===== config.mk =====
export PLATFORM = sky130hd
export DESIGN_NAME = frame_commit_scheduler
export DESIGN_NICKNAME = d
export VERILOG_FILES = /design/src/rtl/vga_disp_pkg.sv /design/src/rtl/channel_shadow_bank.sv /design/src/rtl/frame_commit_scheduler.sv
export SDC_FILE = /design/constraint.sdc
export NUM_CORES = 1
export LEC_CHECK = 0
export CORE_ASPECT_RATIO = 1.5
export CORE_MARGIN = 5
export CORE_UTILIZATION = 25
export DETAILED_ROUTE_END_ITERATION = 8
export HOLD_SLACK_MARGIN = 0.02
export MAX_ROUTING_LAYER = met4
export PLACE_DENSITY_LB_ADDON = 0.25
export SETUP_SLACK_MARGIN = 0.05
export SLEW_MARGIN = 25
export SYNTH_ARGS = -nofsm -noshare
export SYNTH_HDL_FRONTEND = slang
export SYNTH_HIERARCHICAL = 1
export SYNTH_SLANG_ARGS = --single-unit

===== constraint.sdc =====
create_clock -name pclk -period 11.15 [get_ports pclk]
set_input_delay 2.23 -clock pclk [delete_from_list [all_inputs] [get_ports pclk]]
set_output_delay 2.23 -clock pclk [all_outputs]
set_load 0.01 [all_outputs]

===== src/rtl/vga_disp_pkg.sv =====
// Shared constants and types for the on-screen channel value display path.
package vga_disp_pkg;

   localparam int CHANNELS = 13;
   localparam int DATA_W   = 12;
   localparam int IDX_W    = 4;
   localparam int OVR_W    = 8;

   localparam logic [IDX_W-1:0] LAST_CH = IDX_W'(CHANNELS - 1);

   typedef enum logic [1:0] {
      IDLE   = 2'd0,
      COMMIT = 2'd1,
      DONE   = 2'd2
   } commit_state_t;

   function automatic logic ch_valid(input logic [IDX_W-1:0] ch);
      return (ch <= LAST_CH);
   endfunction

endpackage


===== src/rtl/channel_shadow_bank.sv =====
// Shadow copy of every channel value plus its pending flag; written by the
// measurement side, read and cleared one channel at a time during commit.
module channel_shadow_bank
   import vga_disp_pkg::*;
(
   input  logic              pclk,
   input  logic              rst_n,
   input  logic              we,
   input  logic [IDX_W-1:0]  wr_ch,
   input  logic [DATA_W-1:0] wr_data,
   output logic              wr_pend,
   input  logic [IDX_W-1:0]  cm_idx,
   input  logic              cm_clear,
   output logic [DATA_W-1:0] cm_data,
   output logic              cm_pend
);

   logic [DATA_W-1:0]   shadow [CHANNELS];
   logic [CHANNELS-1:0] pend;

   // Writes and clears never target the same cycle: writes only happen while idle.
   always_ff @(posedge pclk or negedge rst_n) begin
      if (!rst_n) begin
         for (int k = 0; k < CHANNELS; k++) shadow[k] <= '0;
         pend <= '0;
      end else begin
         if (we && ch_valid(wr_ch)) begin
            shadow[wr_ch] <= wr_data;
            pend[wr_ch]   <= 1'b1;
         end
         if (cm_clear && ch_valid(cm_idx)) pend[cm_idx] <= 1'b0;
      end
   end

   assign wr_pend = ch_valid(wr_ch)  ? pend[wr_ch]    : 1'b0;
   assign cm_pend = ch_valid(cm_idx) ? pend[cm_idx]   : 1'b0;
   assign cm_data = ch_valid(cm_idx) ? shadow[cm_idx] : '0;

endmodule


===== src/rtl/frame_commit_scheduler.sv =====
// Collects channel value writes during active video and commits pending values
// to the display registers during vertical blanking, one channel per cycle.
module frame_commit_scheduler
   import vga_disp_pkg::*;
(
   input  logic                         pclk,
   input  logic                         rst_n,
   input  logic                         vblnk_in,
   input  logic                         wr_valid,
   input  logic [IDX_W-1:0]             wr_ch,
   input  logic [DATA_W-1:0]            wr_data,
   output logic                         wr_ready,
   output logic [CHANNELS*DATA_W-1:0]   disp_data,
   output logic                         commit_done,
   output logic                         commit_abort,
   output logic                         bad_ch,
   output logic [OVR_W-1:0]             overrun_cnt
);

   commit_state_t     state, state_d;
   logic [IDX_W-1:0]  idx, idx_d;
   logic              vblnk_q;
   logic              vblnk_rise;
   logic              accept, we;
   logic              wr_pend, cm_pend, cm_clear;
   logic              done_d, abort_d;
   logic [DATA_W-1:0] cm_data;

   assign vblnk_rise = vblnk_in && !vblnk_q;
   assign accept     = wr_valid && wr_ready;
   assign we         = accept && ch_valid(wr_ch);

   channel_shadow_bank u_bank (
      .pclk     (pclk),
      .rst_n    (rst_n),
      .we       (we),
      .wr_ch    (wr_ch),
      .wr_data  (wr_data),
      .wr_pend  (wr_pend),
      .cm_idx   (idx),
      .cm_clear (cm_clear),
      .cm_data  (cm_data),
      .cm_pend  (cm_pend)
   );

   always_comb begin
      state_d  = state;
      idx_d    = idx;
      cm_clear = 1'b0;
      done_d   = 1'b0;
      abort_d  = 1'b0;
      case (state)
         IDLE: begin
            if (vblnk_rise) begin
               state_d = COMMIT;
               idx_d   = '0;
            end
         end
         COMMIT: begin
            // Losing vblank mid-pass leaves the remaining channels pending for next frame.
            if (!vblnk_in) begin
               state_d = IDLE;
               idx_d   = '0;
               abort_d = 1'b1;
            end else begin
               cm_clear = cm_pend;
               if (idx == LAST_CH) begin
                  state_d = DONE;
                  idx_d   = '0;
               end else begin
                  idx_d = idx + 1'b1;
               end
            end
         end
         DONE: begin
            state_d = IDLE;
            done_d  = 1'b1;
         end
         default: state_d = IDLE;
      endcase
   end

   always_ff @(posedge pclk or negedge rst_n) begin
      if (!rst_n) begin
         state <= IDLE;
         idx   <= '0;
      end else begin
         state <= state_d;
         idx   <= idx_d;
      end
   end

   // vblnk_q resets high so a reset released inside vblank does not start a pass.
   always_ff @(posedge pclk or negedge rst_n) begin
      if (!rst_n) begin
         vblnk_q      <= 1'b1;
         wr_ready     <= 1'b0;
         disp_data    <= '0;
         commit_done  <= 1'b0;
         commit_abort <= 1'b0;
         bad_ch       <= 1'b0;
         overrun_cnt  <= '0;
      end else begin
         vblnk_q      <= vblnk_in;
         wr_ready     <= (state_d == IDLE);
         commit_done  <= done_d;
         commit_abort <= abort_d;
         bad_ch       <= accept && !ch_valid(wr_ch);
         if (we && wr_pend && (overrun_cnt != {OVR_W{1'b1}}))
            overrun_cnt <= overrun_cnt + 1'b1;
         if (cm_clear)
            disp_data[idx*DATA_W +: DATA_W] <= cm_data;
      end
   end

endmodule


==> impl_metrics.py <==
metrics = {
    "global_routing": {
        "antenna_found_initial": 4,
        "track_usage_pct": 15.0,
        "grt_max_degree": 116,
        "grt_overflow": 0,
        "grt_pass1_vias": 12012,
        "grt_pass1_wl_um": 79500,
    },
    "timing": {
        "layout_setup_ws_ns": 5.68,
        "max-slew-margin-rel_pct": 28.0,
        "finalHoldViolCount": 0,
        "worst_pin_slew_ns": 1.08,
        "max_freq_mhz": 183,
        "skew_ns": 0.0225,
        "period_share_pct": 49.1,
        "rsz0062_at_grt": "no",
        "final.min_clock_period_ns": 5.47,
        "fin_tns_setup_ns": 0,
        "setup_violations": 0,
        "drv_slew": 0,
    },
    "setup_path": {
        "worstSetupPathType": "flop to flop",
        "r2r_slack_ns": 5.68,
        "startpoint": "idx[1]$_DFFE_PN0P_",
        "r2r_end": "disp_data[120]$_DFFE_PN0P_",
        "path_cells": "buf_4 -> ha_1 -> inv_1 -> fa_1 -> or3b_1 -> nor3_1 -> ha_1 -> inv_1 -> nor2_1 -> o21a_1 -> nand3_1 -> mux2_2",
        "end_kind": "flop",
        "critPathTopFamily": "adder cells",
        "rr_startpoint": "idx[1]$_DFFE_PN0P_",
        "critPathMaxStageDelay_ns": 0.69,
        "start_kind": "flop",
        "crit_slowest_cell": "o21a_1",
        "crit_cells": 12,
        "crit_fanout": 48,
        "crit_end": "disp_data[120]$_DFFE_PN0P_",
        "crit_buf_inv": 3,
        "reg2regPathDepth": 12,
        "cp_data_arrival_time_ns": 5.88,
        "cp.required_ns": 11.56,
    },
    "logic_synthesis": {
        "yosys_warnings": 6,
        "ys_seq_elements": 344,
        "async_flop_share_pct": 100,
        "synth.distinct_cells": 71,
        "synth_area_per_cell_um2": 12.8,
        "synth_top_flop_cell": "dfrtp_1",
        "syn_nets": 1325,
        "ys_seq_area_share_pct": 52.0,
        "synth-edff-count": 0,
        "synth_top_area_share_pct": 51.8,
        "syn_area_mm2": 0.0166,
        "postSynthCellCount": 1297,
        "synth.area.top_cells": "dfrtp_1 52%, mux2_2 18%, mux4_2 5.6%",
        "yosysTopAreaCell": "dfrtp_1",
    },
    "floorplan": {
        "die_w_um": 220,
        "die_y_um": 325,
        "die_area_mm2": 0.0716,
        "num_rows": 115,
        "initial_core_util_pct": 25.2,
        "io_pins": 188,
        "core_area_mm2": 0.0656,
    },
    "run_status": {
        "status": "finished clean",
    },
    "routing": {
        "post_drt_via_cell_ratio": 4.81,
        "final_antenna_net_count": 0,
        "num_vias": 11369,
        "wl_per_cell_um": 22.5,
        "routed_wirelength_um": 53200,
        "firstDrtPassIters": 7,
        "drc_errors": 0,
        "drt_iter0_markers": 662,
    },
    "cts": {
        "ctsHtreeMaxLevel": 2,
        "cts_hold_buf": 0,
        "clockBufferDepth": 3,
        "ctsResizeCount": 0,
        "cts_sinks": 344,
        "cts-root-buf": "clkbuf_16",
        "cts_inserted_buffers": 37,
        "clkLatencyLatePin_ns": 0.55,
        "cts_setup_buffers": 0,
        "clk_pin_slew_ns": 0.06,
        "cts_tree": "yes",
    },
    "final_layout": {
        "mostFrequentLayoutCell": "dfrtp_1",
        "syn_to_final_growth_pct": 24.1,
        "final_cell_mix": "341 x dfrtp_1, 271 x mux2_2, 186 x clkdlybuf4s50_1, 86 x nand2_1, 54 x nor2_1",
        "nNetsFinal": 1487,
        "final_area_mm2": 0.0206,
        "drive_gt1_share_pct": 28.4,
    },
    "placement": {
        "placed_area_mm2": 0.0193,
        "gp_congestion": 0.914,
        "port_buffers": 187,
        "pre_cts_ws_ns": 5.58,
        "hpwlAfterDp_um": 37900,
    },
    "worst_hold_path": {
        "hp-class": "flop to flop",
    },
    "power": {
        "p_leak_uw": 0.00893,
        "p_per_area_mw_per_mm2": 175,
        "vdd_drop_max_uv": 84.7,
    },
    "run": {
        "drv_cap": 0,
    },
}
-- tightest hold or removal path: stages (launching register included) --
cell,delay [ns]
dfrtp_1,0.34
nand2_1,0.05
o31ai_1,0.05
-- synth_stat cells, drive strengths merged, types with 4 or more instances --
library cell and instances:
xnor2 10, nor2 61, a21o 4, o211ai 4
nor3 26, dfrtp 343, inv 35, mux2i 16
o22ai 14, nand3b 5, clkbuf 34, a32o 6
nand2 86, o22a 6, a221o 13, a22o 29
nand4 6, a31oi 6, a21oi 36, mux2 290
mux4 41, xor2 6, and3 5, a211o 4
o31ai 17, nor2b 13, o21ai 28, buf 43
and2 9, ha 7, nand2b 14, a22oi 9
o2bb2ai 4, nand3 32
-- through the flow --
| step | hold slack [ns] | instances | utilization [%] | power (uW) |
|---|---|---|---|---|
| 3_5_place_dp | 0.468 | 2296 | 29.4 | 2390 |
| 4_1_cts | 0.482 | 2361 | 31.3 | 3640 |
| 5_1_grt | 0.495 | 2366 | 31.3 | 3760 |
| 3_3_place_gp | 0.465 | 2296 | 29.4 | 2360 |
| 6_report | 0.476 | 2366 | 31.3 | 3590 |
| 2_1_floorplan | 0.452 | 1297 | - | 2050 |
-- report_power, final --
group | internal [uW] | leakage (uW) | total, uW | switching, uW
Sequential | 1410 | 0.00449 | 1500 | 95.2
Combinational | 343 | 0.00385 | 859 | 516
Clock | 704 | 0.000587 | 1230 | 528
-- cell families (layout without fill, tap and decap cells) --
family / count (synthesis) / count (layout) / share of synthesized area, %
flip-flops: 344 / 344 / 52.0
AO/OA/AOI/OAI: 197 / 197 / 8.93
AND/OR/NAND/NOR: 272 / 272 / 7.87
adder cells (fa/ha/maj): 8 / 8 / 0.650
multiplexers: 347 / 347 / 26.4
buffers and inverters: 112 / 300 / 3.03
XOR/XNOR: 17 / 17 / 1.10
other: 0 / 4 / 0
-- cell type report --
| cell class | instances | area, um^2 |
|---|---|---|
| Fill cell | 6700 | 45100 |
| Inverter | 35 | 131 |
| Antenna cell | 4 | 10.0 |
| Timing Repair Buffer | 200 | 2010 |
| Sequential cell | 344 | 8610 |
| Clock buffer | 51 | 1040 |
| Multi-Input combinational cell | 841 | 7510 |
| Clock inverter | 14 | 156 |
| Tap cell | 877 | 1100 |
-- sequential cells by signal, summed over array words and instances, names as in the netlist --
| register | cells |
|---|---|
| disp_data | 156 |
| u_bank/shadow | 156 |
| u_bank/pend | 13 |
| overrun_cnt | 8 |
| idx | 4 |
| state | 2 |
| bad_ch | 1 |
| commit_abort | 1 |
| commit_done | 1 |
| vblnk_q | 1 |
| wr_ready | 1 |
-- how the worst min path moves through the flow --
stage | from | end | slack (ns) | depth (start not counted)
final | disp_data[17]$_DFFE_PN0P_ | disp_data[17]$_DFFE_PN0P_ | 0.48 | 2
after global routing | disp_data[16]$_DFFE_PN0P_ | disp_data[16]$_DFFE_PN0P_ | 0.50 | 2
after CTS | disp_data[145]$_DFFE_PN0P_ | disp_data[145]$_DFFE_PN0P_ | 0.48 | 2
after detailed placement | disp_data[145]$_DFFE_PN0P_ | disp_data[145]$_DFFE_PN0P_ | 0.47 | 2
after global placement | u_bank/shadow[94]$_DFFE_PN0P_ | u_bank/shadow[94]$_DFFE_PN0P_ | 0.47 | 1
after floorplan | u_bank/shadow[82]$_DFFE_PN0P_ | u_bank/shadow[82]$_DFFE_PN0P_ | 0.45 | 1
-- routing by layer --
layer | routed length [um] | GRT usage (%) | up-vias
met3 | 2460 | 2.39 | 105
met1 | 19600 | 16.0 | 5845
li1 | - | - | 5097
met4 | 2200 | 5.84 | 0
met2 | 28900 | 27.4 | 322
met5 | 0 | - | -
Note: power is estimated with default switching activity, not from simulation.
